### src/rtl/version_report_framer.sv
// Build-stamp report framer: snapshots the version constants
// and streams a 13-byte SOF/payload/XOR frame to a UART byte sink.
module version_report_framer #(
  parameter logic [7:0] SOF_BYTE      = 8'hA5,
  parameter int         PERIOD_CYCLES = 0,
  parameter int         COUNT_W       = 16
) (
  input  logic               clk,
  input  logic               rst,
  input  logic               req,
  input  logic [7:0]         ver_major,
  input  logic [7:0]         ver_minor,
  input  logic [7:0]         ver_patch,
  input  logic [7:0]         ver_build,
  input  logic [15:0]        ver_year,
  input  logic [7:0]         ver_month,
  input  logic [7:0]         ver_day,
  input  logic [7:0]         ver_hour,
  input  logic [7:0]         ver_minute,
  input  logic [7:0]         ver_second,
  output logic [7:0]         tx_data,
  output logic               tx_valid,
  input  logic               tx_ready,
  output logic               busy,
  output logic               frame_done,
  output logic [COUNT_W-1:0] frame_count
);

  localparam int TW = (PERIOD_CYCLES > 0) ?
                      $clog2(PERIOD_CYCLES + 1) : 1;

  typedef enum logic {IDLE, SEND} state_t;

  state_t        state, state_nxt;
  logic [TW-1:0] timer;
  logic          tick, start, hs, last;
  logic          load, advance, finish;
  logic          pending;
  logic [3:0]    idx;
  logic [7:0]    snap [12];
  logic [7:0]    chk_in;

  assign tick  = (PERIOD_CYCLES > 0) &&
                 (timer == TW'(PERIOD_CYCLES - 1));
  assign start = req | tick;
  assign hs    = tx_valid & tx_ready;
  assign last  = (idx == 4'd12);

  assign chk_in = ver_major ^ ver_minor ^ ver_patch ^
                  ver_build ^ ver_year[15:8] ^
                  ver_year[7:0] ^ ver_month ^ ver_day ^
                  ver_hour ^ ver_minute ^ ver_second;

  // Next state and the load/advance/finish strobes
  always_comb begin
    state_nxt = state;
    load      = 1'b0;
    advance   = 1'b0;
    finish    = 1'b0;
    unique case (state)
      IDLE: begin
        if (start || pending) begin
          load      = 1'b1;
          state_nxt = SEND;
        end
      end
      SEND: begin
        if (hs) begin
          if (last) begin
            finish = 1'b1;
            if (pending || start) begin
              load = 1'b1;
            end else begin
              state_nxt = IDLE;
            end
          end else begin
            advance = 1'b1;
          end
        end
      end
      default: state_nxt = IDLE;
    endcase
  end

  // State register
  always_ff @(posedge clk) begin
    if (rst) state <= IDLE;
    else     state <= state_nxt;
  end

  // Free-running period timer, independent of busy
  always_ff @(posedge clk) begin
    if (rst || PERIOD_CYCLES == 0 || tick) timer <= '0;
    else                                   timer <= timer + TW'(1);
  end

  // Snapshot payload and its checksum at frame start
  always_ff @(posedge clk) begin
    if (load) begin
      snap[0]  <= ver_major;
      snap[1]  <= ver_minor;
      snap[2]  <= ver_patch;
      snap[3]  <= ver_build;
      snap[4]  <= ver_year[15:8];
      snap[5]  <= ver_year[7:0];
      snap[6]  <= ver_month;
      snap[7]  <= ver_day;
      snap[8]  <= ver_hour;
      snap[9]  <= ver_minute;
      snap[10] <= ver_second;
      snap[11] <= chk_in;
    end
  end

  // Byte sequencing, handshake outputs and frame bookkeeping
  always_ff @(posedge clk) begin
    if (rst) begin
      tx_valid    <= 1'b0;
      tx_data     <= '0;
      busy        <= 1'b0;
      frame_done  <= 1'b0;
      frame_count <= '0;
      pending     <= 1'b0;
      idx         <= '0;
    end else begin
      frame_done <= finish;
      if (finish) frame_count <= frame_count + 1'b1;
      if (load) begin
        idx      <= '0;
        tx_data  <= SOF_BYTE;
        tx_valid <= 1'b1;
        busy     <= 1'b1;
      end else if (advance) begin
        idx     <= idx + 1'b1;
        tx_data <= snap[idx];
      end else if (finish) begin
        tx_valid <= 1'b0;
        busy     <= 1'b0;
      end
      if (load)                        pending <= 1'b0;
      else if (state == SEND && start) pending <= 1'b1;
    end
  end

endmodule

### config.mk
export PLATFORM = sky130hd
export DESIGN_NAME = version_report_framer
export DESIGN_NICKNAME = d
export VERILOG_FILES = /design/src/rtl/version_report_framer.sv
export SDC_FILE = /design/constraint.sdc
export NUM_CORES = 1
export LEC_CHECK = 0
export CAP_MARGIN = 20
export CORE_AREA = 3 3 125 127
export CTS_BUF_LIST = sky130_fd_sc_hd__clkbuf_4
export CTS_CLUSTER_SIZE = 24
export DETAILED_ROUTE_END_ITERATION = 10
export DIE_AREA = 0 0 128 130
export PLACE_DENSITY = 0.66
export REMOVE_ABC_BUFFERS = 1
export SYNTH_ARGS = -nofsm -noshare
export SYNTH_HDL_FRONTEND = slang
export SYNTH_SLANG_ARGS = --single-unit
### constraint.sdc
create_clock -name clk -period 5.2 [get_ports clk]
set_input_delay 1.04 -clock clk [delete_from_list [all_inputs] [get_ports clk]]
set_output_delay 1.04 -clock clk [all_outputs]
set_load 0.02 [all_outputs]
==> metrics.csv, run 1 <==
stage,metric,value,unit
outcome,status,"finished, final reports clean",
logic_synthesis,synthesis.area,5810,sq um
logic_synthesis,synth_common_cells,"96 x edfxtp_1, 69 x xnor2_1, 36 x dfxtp_1",
power,power_density,295,nW/um^2
timing,fin_tns_setup,0,ns
clock_tree,cts_buffer_depth,2,
timing,clock.fmax,347,MHz
die,die-height,130,um
logic_synthesis,synth_cell_type_count,37,
global_routing,antenna_found_initial,1,
critical_path,critPathMaxFanout,47,
route,drc,0,
global_routing,track_usage,0.145,
route,wl,11500,um
placed_design,gp_congestion,0.705,
die,die_w,128,um
logic_synthesis,synth_top_cell_area_share,0.497,
power,p_leak,2.37,nW
timing,fin_skew,0.0132,ns
critical_path,cp-end-kind,flip-flop,
placed_design,dpl.hpwl,8410,um
placed_design,io_buffers,118,
clock_tree,cts-buffers-inserted,17,
timing,worst_slew_pin_slew,0.983,ns
global_routing,grt_pass1_wl,18400,um
logic_synthesis,yosys_most_used_dff,edfxtp_1,
clock_tree,cts-hold-fix-buffers,0,
layout,utilization,0.512,
route,via_per_inst,5.00,
logic_synthesis,ys_ff_latch,132,
clock_tree,clock_latency,0.50,ns
layout,fillers,1307,
global_routing,grt_pass1_vias,3665,
route,antenna_left,0,
logic_synthesis,synth.avg_cell_area,14.7,sq um
layout,drive_gt1_frac,0.124,
logic_synthesis,synth_most_common_cell,edfxtp_1,
route,wl_met2,5800,um
route,wl_per_cell,16.0,um
logic_synthesis,ys_warn_count,0,
die,start_util,0.399,
route,via_count,3587,
global_routing,grt_overflow,0,
die,ios,119,
global_routing,grt_max_degree,48,
route,dr.pass1.iters,4,
clock_tree,cts_tree,yes,
timing,maxSlewViolCount,0,
layout,fin_nets,615,
timing,setup_viol,0,
critical_path,crit_type,primary input to flip-flop,
die,rows,44,
timing,slew_headroom,0.344,
route,wl_met3,582,um
timing,min_period,2.89,ns
die,die_area,16600,sq um
min_path,min_path_type,flip-flop to flip-flop,
route,drt-met1-wl,4930,um
route,drt_iter0_drc,143,
critical_path,worstPathRequired,5.38,ns
clock_tree,htree_levels,4,
timing,whs,0.509,ns
route,highest_layer,met4,
clock_tree,cts.sinks,132,
clock_tree,postCtsResizedCells,0,
timing,finalCritPeriodShare,0.555,
logic_synthesis,synth-seq-area-share,0.621,
logic_synthesis,synth_area_leader_cell,edfxtp_1,
clock_tree,clkTransAtPathRegs,0.11,ns
logic_synthesis,synth-edff-count,96,
logic_synthesis,synthTopCellsByArea,"edfxtp_1 50%, dfxtp_1 12%, xnor2_1 10%",
layout,syn_to_final_growth,28.1,%
critical_path,cp-start-kind,primary input,
critical_path,critPathArrivalTime,3.06,ns
clock_tree,cts_root_buffer,clkbuf_4,
clock_tree,cts_setup_buffers,0,
timing,rsz0062_at_grt,false,
die,core,14500,sq um
logic_synthesis,syn_inst,394,
timing,worst_slack,2.31,ns
timing,finalHoldViolCount,0,
logic_synthesis,async_reset_ff_frac,0,
placed_design,pre_cts_ws,1.79,ns
job,cap_violations,0,
power,irDropWorstVdd,139,uV
## per-layer routing
metal,up-vias,track usage
li1,1735,-
met1,1746,0.177
met2,93,0.244
met3,13,0.0422
met4,0,0.0543
met5,-,0
## sequential cells by signal (all words and copies together), names as in the netlist, named ones only
register / flops
snap: 96
frame_count: 16
tx_data: 8
idx: 4
busy: 1
frame_done: 1
pending: 1
state: 1
## worst max-delay path, stage by stage
cell and delay (ns):
clkdlybuf4s50_1 0.50, nand2_1 0.08, o21ai_0 0.36, and2_4 0.64
buf_4 0.42
## cells in the final DEF (no fill, tap or decap), drive strengths merged, types with 5 or more instances in the layout
cell,synthesis,final
a21oi,23,23
clkbuf,4,18
or3,5,5
or4,6,6
xnor2,69,69
clkinvlp,0,5
mux2i,5,5
dfxtp,36,36
nor2,19,19
nand3,9,9
o31ai,6,6
clkinv,0,7
o21ai,6,6
nand2,17,17
mux4,24,24
clkdlybuf4s50,0,118
edfxtp,96,96
xor2,18,18
## path summary, 6_finish.rpt
check / startpoint / endpoint / slack, ns / cells after the start
worst max-delay path: tx_ready / snap[4][4] / 2.31 / 5
worst min-delay path: tx_data[3] / tx_data[3] / 0.51 / 2
worst max register to register: idx[0] / snap[4][4] / 2.58 / 6
worst min register to register: tx_data[3] / tx_data[3] / 0.51 / 2
## logic make-up after synthesis
kind of cell / Yosys count / synth area share
AO/OA/AOI/OAI: 49 / 0.0509
XOR/XNOR: 87 / 0.131
adder cells (fa/ha/maj): 3 / 0.00647
buffers and inverters: 19 / 0.0179
flip-flops: 132 / 0.621
multiplexers: 29 / 0.102
AND/OR/NAND/NOR: 75 / 0.0711
## cell type report
type / count / area [sq um] / share of cell area
multi-input combinational: 243 / 2100 / 0.282
antenna: 1 / 2.50 / 0.000336
sequential: 132 / 3600 / 0.485
clock inverter: 14 / 139 / 0.0187
timing repair buffer: 122 / 1210 / 0.163
tap: 184 / 230 / 0.0310
clock buffer: 18 / 135 / 0.0182
inverter: 4 / 15.0 / 0.00202
## through the flow
step	power (W)	area, sq um	instances
after floorplan	0.00144	5720	379
after global placement	0.00156	7160	685
after detailed placement	0.00157	7160	685
after CTS	0.00222	7430	717
after global routing	0.00230	7440	718
final	0.00219	7440	718
## where the power goes
part           internal (W)  total [W]  leakage, nW  switching, W
sequential          0.00122    0.00124         1.21     0.0000191
combinational      0.000173   0.000307         1.02      0.000133
clock              0.000286   0.000650        0.137      0.000364
Note: power is estimated with default switching activity, not from simulation.
==> run 2: changes to the inputs <==
- clock period: 5.2 -> 2.77 ns (I/O delays scaled with it)
==> run 2 against run 1 <==
Against the previous run:
- final cell count is 0.70% higher
- clock skew increased by 0.0034 ns
- clock-buffer cell count is 5 higher
- largest power group unchanged
- global-route usage is 0.19 points higher
- largest cell class unchanged
- hold slack lost 0.019 ns
==> metrics.csv, run 2 (synthesis gave the netlist of run 1 again) <==
stage,metric,value,unit,change
power,finalPower,0.00392,W,+79%
timing,slew_headroom,0.651,,+0.307
layout,stdcell_count,723,,+0.70%
layout,drive_gt1_frac,0.126,,+0.00257
clock_tree,postCtsResizedCells,0,,unchanged
route,drt_iter0_drc,158,,+10%
die,ios,119,,unchanged
die,rows,44,,unchanged
placed_design,dpl.hpwl,8620,um,+2.4%
route,dr.pass1.iters,4,,unchanged
critical_path,reg2reg_from,idx[0],,
global_routing,grt_pass1_vias,3666,,+0.027%
route,via_count,3624,,+1.0%
critical_path,cp-end-kind,output pin,,
global_routing,antenna_found_initial,1,,unchanged
timing,finalCritPeriodShare,0.792,,
clock_tree,clkTransAtPathRegs,0.10,ns,about the same
layout,largest_register_ffs,96,,unchanged
critical_path,crit_slowest_cell,clkdlybuf4s50_1,,
layout,layout_commonest_cell,clkdlybuf4s50_1,,
critical_path,critPathArrivalTime,1.64,ns,-1.42 ns
clock_tree,cts_root_buffer,clkbuf_4,,
layout,reg_top3,"snap: 96 flops, frame_count: 16 flops, tx_data: 8 flops",,
timing,min_period,2.19,ns,
critical_path,critPathMaxFanout,5,,-89%
global_routing,grt_max_degree,61,,+27%
die,start_util,0.399,,unchanged
clock_tree,cts-hold-fix-buffers,0,,unchanged
placed_design,io_buffers,118,,unchanged
die,die_w,128,um,unchanged
clock_tree,htree_levels,4,,unchanged
critical_path,crit_chain,clkdlybuf4s50_1,,
critical_path,cp-start-kind,flip-flop,,
layout,fillers,1285,,-1.7%
timing,finalHoldViolCount,0,,unchanged
critical_path,crit_type,flip-flop to output pin,,
die,die_area,16600,sq um,unchanged
timing,fin_skew,0.0166,ns,+0.00342 ns
clock_tree,cts_buffer_depth,2,,unchanged
layout,top_register,snap,,
layout,syn_to_final_growth,28.6,%,
placed_design,gp_congestion,0.807,,+14%
timing,rsz0062_at_grt,false,,
power,p_leak,2.40,nW,+1.4%
min_path,min_path_type,flip-flop to flip-flop,,
timing,maxSlewViolCount,0,,unchanged
job,cap_violations,0,,unchanged
route,via_per_inst,5.01,,+0.33%
timing,setup_viol,0,,unchanged
global_routing,grt_pass1_wl,18500,um,+0.72%
placed_design,placed_cell_area,7250,sq um,+1.2%
layout,final_cell_mix,"118 x clkdlybuf4s50_1, 96 x edfxtp_1, 69 x xnor2_1",,
layout,utilization,0.514,,+0.00189
placed_design,dp_cells,690,,+0.73%
power,irDropWorstVdd,224,uV,+61%
critical_path,slowest_delay,0.66,ns,+0.02 ns
min_path,worstHoldStart,frame_count[15],,
clock_tree,clock_latency,0.51,ns,about the same
route,antenna_left,0,,unchanged
die,core,14500,sq um,unchanged
clock_tree,cts_tree,yes,,
timing,worst_slew_pin_slew,0.522,ns,-0.460 ns
critical_path,critical_path.startpoint,frame_count[2],,
critical_path,worstPathRequired,2.22,ns,-3.16 ns
global_routing,grt_overflow,0,,unchanged
timing,clock.fmax,456,MHz,
route,drc,0,,unchanged
die,die-height,130,um,unchanged
timing,fin_tns_setup,0,ns,unchanged
layout,final_area,7460,sq um,+0.37%
clock_tree,cts_setup_buffers,0,,unchanged
route,wl,11700,um,+1.5%
clock_tree,cts.sinks,132,,unchanged
outcome,status,"finished, final reports clean",,
route,wl_per_cell,16.1,um,+0.79%
power,power_density,526,nW/um^2,+78%
critical_path,path_delay_family,buffers and inverters,,
clock_tree,cts-buffers-inserted,17,,unchanged
layout,fin_nets,620,,+0.81%
global_routing,track_usage,0.147,,+0.00190
critical_path,crit_buf_inv,1,,-1
-- run 2: cell types whose count changed in the layout (fill, tap and decap cells not counted), moves of 2 or more --
| cell | before | now |
|---|---|---|
| clkinvlp_4 | 5 | 0 |
| buf_12 | 0 | 4 |
| clkbuf_4 | 18 | 23 |
| clkinv_4 | 2 | 0 |
| bufinv_16 | 2 | 0 |
| clkinv_1 | 1 | 4 |
-- run 2: path summary, 6_finish.rpt --
kind	to	slack, ns	cells past startpoint
worst max register to register	frame_count[15]	0.69	6
worst min register to register	frame_count[15]	0.49	2
worst min-delay path	frame_count[15]	0.49	2
worst max-delay path	frame_count[2]	0.58	1
-- run 2: area by class of cell --
class | instances | area [sq um] | area share
sequential | 132 | 3600 | 0.483
multi-input combinational | 243 | 2100 | 0.281
timing repair buffer | 127 | 1300 | 0.174
tap | 184 | 230 | 0.0308
clock buffer | 23 | 173 | 0.0231
clock inverter | 9 | 41.3 | 0.00553
inverter | 4 | 15.0 | 0.00201
antenna | 1 | 2.50 | 0.000335
-- run 2: metrics by stage --
stage | hold slack (ns) | setup slack, ns
2_1_floorplan | 0.452 | -0.990
3_3_place_gp | 0.468 | 0.480
3_5_place_dp | 0.479 | 0.440
4_1_cts | 0.500 | 0.494
5_1_grt | 0.534 | 0.476
6_report | 0.491 | 0.576
-- run 2: where the power goes --
part / internal, W / switching, W
registers: 0.00228 / 0.0000367
clock network: 0.000397 / 0.000622
logic: 0.000336 / 0.000249
-- run 2: per-layer routing --
layer,routed length (um),track usage,vias up,share of wire
met5,0,0,-,0
met4,192,0.0637,0,0.016
met3,657,0.0438,12,0.056
met2,5900,0.242,110,0.51
met1,4920,0.180,1756,0.42
li1,-,-,1746,-
==> run 3: changes to the inputs <==
- PLACE_DENSITY: 0.66 -> 0.68
- clock period: 2.77 -> 1.96 ns (I/O delays scaled with it)
==> run 3 against run 2 <==
Against the previous run:
- critical endpoint is now tx_data[1]
- power increased by 45%
- sequential power up 41%
- non-clock buffer count up 15
- critical path depth unchanged
- worst setup slack worse by 0.49 ns
- highest routed layer unchanged
- sequential share of layout area fell by 1.0 points
- global-route usage is 0.55 points higher
- flip-flop and latch count unchanged
- via count rose by 2.2%
- hold slack lost 0.0064 ns
- routed wire length is 1.9% higher
- clock-buffer cell count unchanged
==> metrics.csv, run 3 (synthesis gave the netlist of run 1 again) <==
stage,metric,value,unit,change
global_routing,grt_max_degree,38,,-38%
route,dr.pass1.iters,6,,+2
die,ios,119,,unchanged
timing,rsz0062_at_grt,false,,
timing,setup_viol,0,,unchanged
critical_path,crit_buf_inv,1,,unchanged
layout,layout_commonest_cell,edfxtp_1,,
placed_design,io_buffers,118,,unchanged
min_path,min_path_type,primary input to flip-flop,,
power,irDropWorstVdd,355,uV,+59%
critical_path,cp-end-kind,output pin,,
placed_design,dpl.hpwl,9000,um,+4.5%
clock_tree,cts_tree,yes,,
critical_path,crit_chain,clkdlybuf4s50_1,,
critical_path,worstPathRequired,1.57,ns,-0.65 ns
min_path,worstHoldStart,ver_year[0],,
global_routing,grt_pass1_wl,19100,um,+3.5%
clock_tree,cts_buffer_depth,2,,unchanged
clock_tree,cts.sinks,132,,unchanged
power,finalPower,0.00568,W,+45%
global_routing,antenna_found_initial,1,,unchanged
critical_path,path_delay_family,buffers and inverters,,
die,rows,44,,unchanged
layout,largest_register_ffs,96,,unchanged
clock_tree,htree_levels,4,,unchanged
layout,stdcell_count,737,,+1.9%
layout,final_cell_mix,"96 x edfxtp_1, 94 x clkdlybuf4s50_1, 69 x xnor2_1",,
timing,clock.fmax,534,MHz,
job,cap_violations,0,,unchanged
critical_path,critPathArrivalTime,1.48,ns,-0.16 ns
timing,finalCritPeriodShare,0.955,,
timing,finalHoldViolCount,0,,unchanged
die,die_area,16600,sq um,unchanged
critical_path,reg2reg_from,idx[1],,
clock_tree,clock_latency,0.51,ns,about the same
placed_design,placed_cell_area,7390,sq um,+1.9%
critical_path,cp-start-kind,flip-flop,,
critical_path,critPathMaxFanout,2,,-3
critical_path,crit_type,flip-flop to output pin,,
timing,fin_skew,0.0114,ns,-0.00519 ns
route,wl,11900,um,+1.9%
placed_design,gp_congestion,0.783,,-2.9%
global_routing,grt_overflow,0,,unchanged
die,start_util,0.399,,unchanged
route,antenna_left,0,,unchanged
timing,min_period,1.87,ns,
die,die-height,130,um,unchanged
layout,fin_nets,635,,+2.4%
layout,final_area,7620,sq um,+2.1%
critical_path,crit_slowest_cell,clkdlybuf4s50_1,,
layout,drive_gt1_frac,0.152,,+0.0258
route,drt_iter0_drc,174,,+10%
power,power_density,746,nW/um^2,+42%
route,wl_per_cell,16.1,um,about the same
timing,whs,0.484,ns,-0.00643 ns
route,drc,0,,unchanged
layout,reg_top3,"snap: 96 flops, frame_count: 16 flops, tx_data: 8 flops",,
die,die_w,128,um,unchanged
route,via_count,3702,,+2.2%
timing,worst_slack,0.0877,ns,-0.489 ns
power,p_leak,2.66,nW,+11%
route,via_per_inst,5.02,,+0.21%
global_routing,track_usage,0.152,,+0.00546
clock_tree,clkTransAtPathRegs,0.10,ns,about the same
outcome,status,"finished, final reports clean",,
layout,syn_to_final_growth,31.3,%,
clock_tree,cts-buffers-inserted,17,,unchanged
timing,slew_headroom,0.650,,-0.00101
placed_design,pre_cts_ws,-0.201,ns,-0.641 ns
global_routing,grt_pass1_vias,3731,,+1.8%
placed_design,dp_cells,705,,+2.2%
die,core,14500,sq um,unchanged
clock_tree,cts-hold-fix-buffers,0,,unchanged
critical_path,critical_path.startpoint,tx_data[1],,
layout,top_register,snap,,
timing,worst_slew_pin_slew,0.524,ns,+0.00151 ns
timing,maxSlewViolCount,0,,unchanged
critical_path,slowest_delay,0.62,ns,-0.04 ns
clock_tree,cts_root_buffer,clkbuf_4,,
==> run 3: cell count changes in the layout (fill, tap and decap cells not counted), sizes merged <==
cell	previous run	this run
clkdlybuf4s50	118	94
dlygate4sd2	0	19
buf	9	24
dlymetal6s2s	0	5
bufinv	0	1
clkinv	8	7
inv	5	4
==> run 3: worst paths after layout <==
kind	cells past startpoint	end	slack, ns
hold reg to reg	2	frame_count[15]	0.49
hold / removal	1	snap[5][0]	0.48
setup / recovery	1	tx_data[1]	0.09
setup reg to reg	7	frame_count[14]	0.15
==> run 3: cell type report <==
class	count	area (sq um)
Fill cell	1312	6910
Sequential cell	132	3600
Multi-Input combinational cell	243	2110
Timing Repair Buffer	142	1430
Tap cell	184	230
Clock buffer	23	173
Clock inverter	8	61.3
Inverter	4	15.0
Antenna cell	1	2.50
==> run 3: repair_timing <==
item | 4_1_cts | 5_1_grt
endpoints found under the setup margin | 19 | 10
setup buffers | 0 | 0
resized for setup | 19 | 7
==> run 3: metrics by stage <==
stage	util	setup TNS, ns
after floorplan	-	-172.86
after global placement	0.508	-13.42
after detailed placement	0.508	-13.16
after CTS	0.523	0
after global routing	0.525	0
final	0.525	0
==> run 3: metal layers <==
metal  global-route usage  up-vias  routed length, um  share of wire
met3               0.0377       27                573          0.048
met5                    0        -                  0              0
li1                     -     1774                  -              -
met4               0.0730        0                323          0.027
met1                0.181     1784               4800           0.40
met2                0.260      117               6180           0.52
==> run 3: power by group <==
part           internal (W)  switching [W]
Sequential          0.00323      0.0000531
Combinational      0.000488       0.000361
Clock              0.000687       0.000869
Total               0.00440        0.00128
